$ cat src/rtl/rv32_pkg.sv
`default_nettype none
// rv32_pkg: opcode/funct3 constants and MEM-stage FSM state type shared by the RV32 MEM stage.
// Revision 1.0
package rv32_pkg;

  localparam logic [6:0] OPC_LOAD  = 7'b0000011;
  localparam logic [6:0] OPC_STORE = 7'b0100011;

  localparam logic [2:0] F3_B  = 3'b000;
  localparam logic [2:0] F3_H  = 3'b001;
  localparam logic [2:0] F3_W  = 3'b010;
  localparam logic [2:0] F3_BU = 3'b100;
  localparam logic [2:0] F3_HU = 3'b101;

  typedef enum logic [1:0] {
    IDLE = 2'd0,
    REQ  = 2'd1,
    WAIT = 2'd2,
    DONE = 2'd3
  } mem_state_t;

endpackage
`default_nettype wire

$ cat src/rtl/rv32_load_align.sv
`default_nettype none
// rv32_load_align: selects the addressed byte/half of a read word and sign- or zero-extends it.
// Revision 1.0
module rv32_load_align
  import rv32_pkg::*;
(
  input  logic [31:0] rdata_i,
  input  logic [1:0]  addr_lo_i,
  input  logic [2:0]  funct3_i,
  output logic [31:0] result_o
);

  logic [7:0]  w_byte;
  logic [15:0] w_half;

  always_comb begin
    w_byte = rdata_i[7:0];
    case (addr_lo_i)
      2'd0: w_byte = rdata_i[7:0];
      2'd1: w_byte = rdata_i[15:8];
      2'd2: w_byte = rdata_i[23:16];
      2'd3: w_byte = rdata_i[31:24];
    endcase
    w_half = addr_lo_i[1] ? rdata_i[31:16] : rdata_i[15:0];
  end

  always_comb begin
    result_o = rdata_i;
    case (funct3_i)
      F3_B:    result_o = {{24{w_byte[7]}}, w_byte};
      F3_BU:   result_o = {24'd0, w_byte};
      F3_H:    result_o = {{16{w_half[15]}}, w_half};
      F3_HU:   result_o = {16'd0, w_half};
      default: result_o = rdata_i;
    endcase
  end

endmodule
`default_nettype wire

$ cat src/rtl/rv32_mem_stage.sv
`default_nettype none
// rv32_mem_stage: RV32 MEM stage driving a req/gnt/rvalid data port and stalling while busy.
// Optional RV32_MEM_TIMEOUT_EN adds a gnt/rvalid watchdog with bus_err_out. Revision 1.0
module rv32_mem_stage
  import rv32_pkg::*;
#(
  parameter int unsigned TIMEOUT_CYCLES = 255
) (
  input  logic        clk,
  input  logic        rst_n,
  input  logic [31:0] code_in,
  input  logic [31:0] alu_res_in,
  input  logic [31:0] store_data_in,
  output logic        dmem_req,
  output logic        dmem_we,
  output logic [31:0] dmem_addr,
  output logic [3:0]  dmem_be,
  output logic [31:0] dmem_wdata,
  input  logic        dmem_gnt,
  input  logic        dmem_rvalid,
  input  logic [31:0] dmem_rdata,
  output logic [31:0] data_res_out,
  output logic        stall_out,
  output logic        misalign_out,
  output logic        bus_err_out
);

  if (TIMEOUT_CYCLES < 1 || TIMEOUT_CYCLES > 65535) begin : g_bad_timeout
    $error("TIMEOUT_CYCLES must be in 1..65535");
  end

  logic [6:0]  w_opcode;
  logic [2:0]  w_funct3;
  logic        w_is_load, w_is_store, w_misalign, w_go, w_bad;
  logic [3:0]  w_be;
  logic [31:0] w_wdata, w_aligned;
  logic        w_unused_code;

  mem_state_t  state_q;
  logic [31:0] addr_q, wdata_q, data_q;
  logic [3:0]  be_q;
  logic        we_q, misalign_q;
  logic [2:0]  funct3_q;
  logic [1:0]  addr_lo_q;

  assign w_opcode      = code_in[6:0];
  assign w_funct3      = code_in[14:12];
  assign w_unused_code = ^{code_in[31:15], code_in[11:7]};

  assign w_is_load  = (w_opcode == OPC_LOAD) && (w_funct3 inside {F3_B, F3_H, F3_W, F3_BU, F3_HU});
  assign w_is_store = (w_opcode == OPC_STORE) && (w_funct3 inside {F3_B, F3_H, F3_W});
  // funct3[1:0] encodes access size for both loads and stores: 01 = half, 10 = word
  assign w_misalign = ((w_funct3[1:0] == 2'b01) && alu_res_in[0]) ||
                      ((w_funct3[1:0] == 2'b10) && (alu_res_in[1:0] != 2'b00));
  assign w_go  = (w_is_load || w_is_store) && !w_misalign;
  assign w_bad = (w_is_load || w_is_store) && w_misalign;

  always_comb begin
    w_be    = 4'b1111;
    w_wdata = store_data_in;
    case (w_funct3)
      F3_B: begin
        w_be    = 4'b0001 << alu_res_in[1:0];
        w_wdata = {4{store_data_in[7:0]}};
      end
      F3_H: begin
        w_be    = alu_res_in[1] ? 4'b1100 : 4'b0011;
        w_wdata = {2{store_data_in[15:0]}};
      end
      default: begin
        w_be    = 4'b1111;
        w_wdata = store_data_in;
      end
    endcase
  end

  rv32_load_align u_align (
    .rdata_i   (dmem_rdata),
    .addr_lo_i (addr_lo_q),
    .funct3_i  (funct3_q),
    .result_o  (w_aligned)
  );

`ifdef RV32_MEM_TIMEOUT_EN
  localparam logic [15:0] TO_LAST = 16'(TIMEOUT_CYCLES - 1);
  logic [15:0] cnt_q;
  logic        bus_err_q;
`endif

  always_ff @(posedge clk or negedge rst_n) begin
    if (!rst_n) begin
      state_q    <= IDLE;
      addr_q     <= '0;
      wdata_q    <= '0;
      be_q       <= '0;
      we_q       <= 1'b0;
      funct3_q   <= '0;
      addr_lo_q  <= '0;
      data_q     <= '0;
      misalign_q <= 1'b0;
`ifdef RV32_MEM_TIMEOUT_EN
      cnt_q      <= '0;
      bus_err_q  <= 1'b0;
`endif
    end else begin
      misalign_q <= 1'b0;
`ifdef RV32_MEM_TIMEOUT_EN
      bus_err_q  <= 1'b0;
`endif
      case (state_q)
        IDLE: begin
          if (w_go) begin
            state_q   <= REQ;
            addr_q    <= {alu_res_in[31:2], 2'b00};
            we_q      <= w_is_store;
            be_q      <= w_is_store ? w_be : 4'b1111;
            wdata_q   <= w_is_store ? w_wdata : 32'd0;
            funct3_q  <= w_funct3;
            addr_lo_q <= alu_res_in[1:0];
`ifdef RV32_MEM_TIMEOUT_EN
            cnt_q     <= '0;
`endif
          end else if (w_bad) begin
            misalign_q <= 1'b1;
          end
        end
        REQ: begin
          if (dmem_gnt) begin
            state_q <= we_q ? DONE : WAIT;
`ifdef RV32_MEM_TIMEOUT_EN
            cnt_q   <= '0;
          end else if (cnt_q == TO_LAST) begin
            state_q   <= DONE;
            bus_err_q <= 1'b1;
            if (!we_q) data_q <= '0;
          end else begin
            cnt_q <= cnt_q + 16'd1;
`endif
          end
        end
        WAIT: begin
          if (dmem_rvalid) begin
            data_q  <= w_aligned;
            state_q <= DONE;
`ifdef RV32_MEM_TIMEOUT_EN
          end else if (cnt_q == TO_LAST) begin
            state_q   <= DONE;
            bus_err_q <= 1'b1;
            data_q    <= '0;
          end else begin
            cnt_q <= cnt_q + 16'd1;
`endif
          end
        end
        DONE: state_q <= IDLE;
      endcase
    end
  end

  assign dmem_req     = (state_q == REQ);
  assign dmem_we      = we_q;
  assign dmem_addr    = addr_q;
  assign dmem_be      = be_q;
  assign dmem_wdata   = wdata_q;
  assign data_res_out = data_q;
  assign misalign_out = misalign_q;
  assign stall_out    = ((state_q == IDLE) && w_go) || (state_q == REQ) || (state_q == WAIT);

`ifdef RV32_MEM_TIMEOUT_EN
  assign bus_err_out = bus_err_q;
`else
  assign bus_err_out = 1'b0;
`endif

endmodule
`default_nettype wire

$ cat config.mk
export PLATFORM = sky130hd
export DESIGN_NAME = rv32_mem_stage
export DESIGN_NICKNAME = d
export VERILOG_FILES = /design/src/rtl/rv32_pkg.sv /design/src/rtl/rv32_load_align.sv /design/src/rtl/rv32_mem_stage.sv
export SDC_FILE = /design/constraint.sdc
export NUM_CORES = 1
export LEC_CHECK = 0
export CORE_UTILIZATION = 45
export DETAILED_ROUTE_END_ITERATION = 8
export PLACE_DENSITY = 0.87
export SLEW_MARGIN = 40
export SYNTH_ARGS = -nofsm -noshare
export SYNTH_HDL_FRONTEND = slang
export SYNTH_SLANG_ARGS = --single-unit
$ cat constraint.sdc
create_clock -name clk -period 5.79 [get_ports clk]
set_input_delay 1.737 -clock clk [delete_from_list [all_inputs] [get_ports clk]]
set_output_delay 1.737 -clock clk [all_outputs]
set_load 0.005 [all_outputs]
==> flow_summary_export.csv <==
group,metric,value,unit
yosys,synth.distinct_cells,50,
sta,min_period_over_period,0.945,
global_routing,grt_busiest_layer,"met2",
status,outcome,"finished, final reports clean",
placed_design,routabilityCongestion,0.865,
sta,post-route-min-period,5.47,ns
global_routing,grt_max_degree,64,
yosys,async_flop_share,1.00,
routing,via_count,4481,
yosys,synth_ff_type,"dfrtp_1",
worst_setup_path,required,4.05,ns
clock_network,clkSlewWorstSetupHoldPaths,0.07,ns
clock_network,cts.sinks,107,
clock_network,cts_setup_buffers,0,
global_routing,grt_pass1_vias,4584,
clock_network,clock_latency,0.33,ns
sta,relSlewSlack,0.518,
worst_setup_path,path_max_fanout,8,
routing,drtIter0Drc,239,
floorplan,core_area,11000,µm²
floorplan,initial_utilization,0.471,
global_routing,grt_pass1_wl,23400,µm
worst_setup_path,worstSetupStartpointType,"primary input",
sta,finalClockSkew,0.00634,ns
yosys,netlist.area_leader.share,0.516,
clock_network,cts_buffers,9,
worst_setup_path,cp-end-kind,"primary output",
sta,rsz0062_at_grt,"no",
power_and_ir_drop,p_leak,0.00334,µW
global_routing,gr-usage-met3,0.0765,
clock_network,cts_hold_buf,0,
global_routing,grtUsageMet1,0.307,
floorplan,rows,38,
clock_network,htreeDepth,3,
floorplan,fp.dieArea,12000,µm²
yosys,synthTopCellsByCount,"dfrtp_1, o21ai_0, nand2_1, mux2_4, nand3_1",
clock_network,cts_buffer_depth,2,
yosys,synth_edf_count,0,
yosys,yosys.area.top_type,"dfrtp_1",
global_routing,grt.met2_usage,0.443,
yosys,ys_top_cells_by_area,"dfrtp_1, mux2_4, mux2i_1",
yosys,ys_warn_count,0,
yosys,synth_most_common_cell,"dfrtp_1",
yosys,synth.avg_cell_area,11.5,µm²
clock_network,cts_resized,0,
sta,finalHoldViolCount,0,
worst_hold_path,hp-class,"flop to flop",
clock_network,cts_tree,"yes",
sta,drv_slew,0,
placed_design,post-dp-hpwl,11100,µm
cells_and_area,n_antenna_cell,0,
routing,via_per_inst,5.64,
floorplan,die_h,109,µm
clock_network,ctsRootBufferMaster,"clkbuf_16",
floorplan,io_pins,237,
floorplan,chipWidth,109,µm
power_and_ir_drop,finalPower,2470,µW
routing,drc_errors,0,
cells_and_area,drive_above_1_share,0.109,
cells_and_area,nets,784,
sta,fmax,183,MHz
power_and_ir_drop,peakVddDrop,193,µV
flow_run,maxCapViolCount,0,
yosys,seq_area_frac_synth,0.516,
sta,setup_viol,0,
cells_and_area,nFillCells,813,
worst_setup_path,worstPathArrival,3.73,ns
routing,wl,15100,µm
cells_and_area,syn_to_final_growth,47.4,%
global_routing,antenna_found_initial,0,
cells_and_area,seqCellArea,2680,µm²
yosys,syn_area,5190,µm²
routing,first_pass_iters,5,
sta,fin_setup_tns,0,ns
sta,tightest_slew,0.723,ns
yosys,ys_ff_latch,107,
power_and_ir_drop,power_density,323,nW/µm²
yosys,syn_inst,452,
worst_setup_path,critPathKind,"primary input to primary output",
cells_and_area,multiInputGateArea,2300,µm²
routing,wl_per_cell,19.0,µm
routing,drt.antenna.violating_nets,0,
global_routing,grt_usage,0.257,
placed_design,port_buffers,211,
global_routing,overflow,0,
[stage by stage]
stage / hold WS [ns] / setup slack [ns] / instances / cell area, µm² / util
floorplan: 0.473 / 1.11 / 454 / 5200 / -
global placement: 0.461 / 0.356 / 778 / 7320 / 0.664
detailed placement: 0.473 / 0.335 / 778 / 7330 / 0.664
CTS: 0.489 / 0.332 / 794 / 7630 / 0.692
global route: 0.508 / 0.235 / 794 / 7650 / 0.694
finish: 0.487 / 0.320 / 794 / 7650 / 0.694
[cell usage in the layout (no fill, tap or decap), drive strengths merged, types with 2 or more instances in the layout]
master and n:
dfrtp 107, o32a 2, nor2 16, o21ai 42
clkinvlp 2, mux2 37, mux2i 21, nor2b 9
a22oi 5, a21o 6, clkdlybuf4s50 210, o21bai 2
clkbuf 11, conb 3, o2bb2ai 24, a31oi 2
inv 6, a211o 4, and2 2, nand2b 6
buf 9, a41oi 2, ha 3, a21oi 22
nand2 37, and3 3, nand3b 7, nand4 2
a22o 9, nand3 25, and4 2, o22a 2
[power by group]
part           switching (µW)  total (µW)  internal, µW  leakage (µW)
Sequential               96.9         998           901       0.00141
Clock                     278         629           350      0.000144
Combinational             354         844           491       0.00178
[area by class of cell]
class / instances / area share
clock buffers: 11 / 0.0317
clock inverters: 5 / 0.00801
inverters: 5 / 0.00245
multi-input cells: 307 / 0.301
flip-flops and latches: 107 / 0.350
well taps: 140 / 0.0229
repair buffers: 219 / 0.284
[registers in the layout, summed over array words and instances (netlist names), 2 cells and up]
register      count
dmem_addr        30
state_q           2
funct3_q          3
dmem_wdata       32
data_res_out     32
dmem_be           4
addr_lo_q         2
[routing by layer]
| metal | up-vias | wire length, µm |
|---|---|---|
| li1 | 2033 | - |
| met1 | 2217 | 5890 |
| met2 | 213 | 7490 |
| met3 | 18 | 1490 |
| met4 | 0 | 225 |
| met5 | - | 0 |
[cell families (layout without fill, tap and decap cells)]
group,after synthesis,count (layout),share of synthesized area
AO/OA/AOI/OAI,129,129,0.167
AND/OR/NAND/NOR,113,113,0.113
flip-flops,107,107,0.516
multiplexers,59,59,0.150
buffers and inverters,40,240,0.0458
adder cells (fa/ha/maj),3,3,0.00723
other,1,3,0.000723
[worst paths after layout]
check | slack, ns | end | cells past startpoint | start
max | 0.32 | stall_out | 6 | code_in[12]
min | 0.49 | data_res_out[15] | 2 | data_res_out[15]
max reg2reg | 3.42 | data_res_out[31] | 3 | addr_lo_q[1]
min reg2reg | 0.49 | data_res_out[15] | 2 | data_res_out[15]
max in group asynchronous | 3.40 | dmem_wdata[30] | 2 | rst_n
min in group asynchronous | 1.37 | dmem_addr[20] | 1 | rst_n
[worst max-delay path, stage by stage]
cell             delay [ns]
clkdlybuf4s50_1        0.49
o21bai_1               0.19
mux2_4                 0.32
and4_4                 0.21
or3_1                  0.30
clkdlybuf4s50_1        0.48
Note: power is estimated with default switching activity, not from simulation.
==> variant, RTL diff (same settings) <==
Build with the macro `RV32_MEM_TIMEOUT_EN` defined.
--- a/src/rtl/rv32_mem_stage.sv
+++ b/src/rtl/rv32_mem_stage.sv
@@ -2,4 +2,6 @@
 // rv32_mem_stage: RV32 MEM stage driving a req/gnt/rvalid data port and stalling while busy.
 // Optional RV32_MEM_TIMEOUT_EN adds a gnt/rvalid watchdog with bus_err_out. Revision 1.0
+`define RV32_MEM_TIMEOUT_EN
+
 module rv32_mem_stage
   import rv32_pkg::*;
Behaviour: same outputs for any inputs over 4 cycles, from zero or initial values and one cycle with rst_n low; that may be too few to reach the edited logic, so the function may still have changed.
==> variant against the original RTL <==
Setup slack worse by 97 ps; cell area is 18% higher; wire length up 18%; hold slack worse by 19 ps; register-to-register slack got worse by 40 ps; area after synthesis up 20%; power up 27%; sequential power up 11%; sequential cell count up 17; clock skew hardly changed; count of clock-buffer cells in the layout increased by 13.
==> variant: results (changes against the original RTL) <==
[placement]
hpwl_um=12600  ; +13%
gp_congestion=0.868  ; +0.34%
post-place-ws_ps=255  ; -79.8 ps
portBuffers=212  ; +0.47%

[worst_setup_path]
cpPeakStageDelay_ps=610  ; +120 ps
cp.arrival_ps=3830  ; +100 ps
cpLargestDelayFamily=buffers and inverters
crit_path_max_fanout=5  ; -3
crit_slowest_cell=clkdlybuf4s50_1
critPathLaunch=code_in[12]
r2r_start=state_q[0]

[clocking]
post_cts_buffers=0  ; unchanged
postCtsResizedCells=0  ; unchanged
insertion_delay_ps=420  ; +90 ps
clk_pin_slew_ps=50  ; -20 ps
root_buffer=clkbuf_16
cts-htree-levels=4  ; +1
numCtsBuffers=17  ; +8
clockBufferDepth=2  ; unchanged

[detailed_routing]
wirelength_um=17900  ; +18%
drtIter0Drc=458  ; +92%
vias=5861  ; +31%
firstDrtPassIters=5  ; unchanged

[global_route]
met2_usage_pct=43.2  ; -1.2 points
grt_max_degree=75  ; +17%
grt_pass1_wl_um=29300  ; +25%
track_usage_pct=26.0  ; +0.31 points
grt_pass1_vias=5859  ; +28%
antenna_found_initial=0  ; unchanged
grt_use_met1_pct=31.7  ; +0.98 points
grt_util_met3_pct=7.32  ; -0.33 points

[synth]
yosysWarnings=0  ; unchanged
synthArstFlopShare_pct=100  ; unchanged
netlist.area_leader.share_pct=49.8  ; -1.7 points
seq_area_frac_synth_pct=49.8  ; -1.7 points
yosysUniqueCellTypes=59  ; +18%
ys.flop_type=dfrtp_1
netlist_top_cells_count=nand2_1, dfrtp_1, o21ai_0, nor2_1, o31ai_1
synth_area_leaders=dfrtp_1, nand2_1, o21ai_0

[finish]
drive_above_1_share_pct=5.55  ; -5.3 points
final_nets=1009  ; +29%
antenna_cells=0  ; unchanged

[min_path]
hold_class=register to register
min_from=dmem_addr[9]

[sta]
clock_skew_ps=6.32  ; -0.0146 ps
tightest_slew_ps=745  ; +22.5 ps

[power]
p_leak_nw=3.99  ; +19%
ir_drop_mv=0.247  ; +28%

[status]
outcome=completed

## variant: cell types whose count changed after synthesis, sizes merged, moves of 16 or more
cell / change
o31ai: +27
nor2: +16
o2bb2ai: -24
dfrtp: +17
mux2: -36
nand2: +147
nand3: -18
## variant: worst register-to-register path, cell delays in order, from the launching register on
cell and delay [ps]:
dfrtp_1 380, inv_1 130, ha_1 320, nor2b_1 260
nor2_1 100, o211ai_4 160, buf_4 500, nor2_1 230
a22o_1 240
## variant: per-layer routing
metal	wire length (um)	up-vias	share of wire [%]
met5	0	-	0
met4	550	0	3.1
met3	1040	42	5.8
met2	8760	212	49
met1	7520	2823	42
li1	-	2784	-
## variant: power breakdown
part           switching, mW  internal, mW
registers              0.105          1.01
logic                  0.512         0.500
clock network          0.363         0.662
total                  0.980          2.17
## variant: logic make-up after synthesis
kind of cell    after synthesis  synth area share, %
buf+inv                      59                 4.38
flops                       124                 49.8
other cells                   1               0.0602
mux                          28                 4.72
compound gates              174                 19.3
simple gates                287                 20.5
fa+ha+maj                     6                 1.21
## variant: area by class of cell
class | count | area, sq um
clock buffer | 24 | 482
clock inverter | 7 | 88.8
fill | 1052 | 4350
inverter | 9 | 33.8
multi-input combinational | 497 | 2880
sequential | 124 | 3100
tap | 176 | 220
timing repair buffer | 222 | 2190
## variant: worst paths after layout
path | to | slack (ps) | cells past startpoint
worst max-delay path | stall_out | 220 | 6
worst min-delay path | dmem_addr[9] | 470 | 2
worst max register to register | data_res_out[14] | 3380 | 8
worst min register to register | dmem_addr[9] | 470 | 2
max in group asynchronous | dmem_addr[17] | 3460 | 2
min in group asynchronous | dmem_addr[24] | 1360 | 1
## variant: per-stage QoR
| step | cells | instance area (sq um) |
|---|---|---|
| 4_1_cts | 1059 | 9000 |
| 3_5_place_dp | 1028 | 8430 |
| 3_3_place_gp | 1027 | 8410 |
| 6_report | 1059 | 9000 |
| 2_1_floorplan | 680 | 6230 |
| 5_1_grt | 1059 | 9000 |
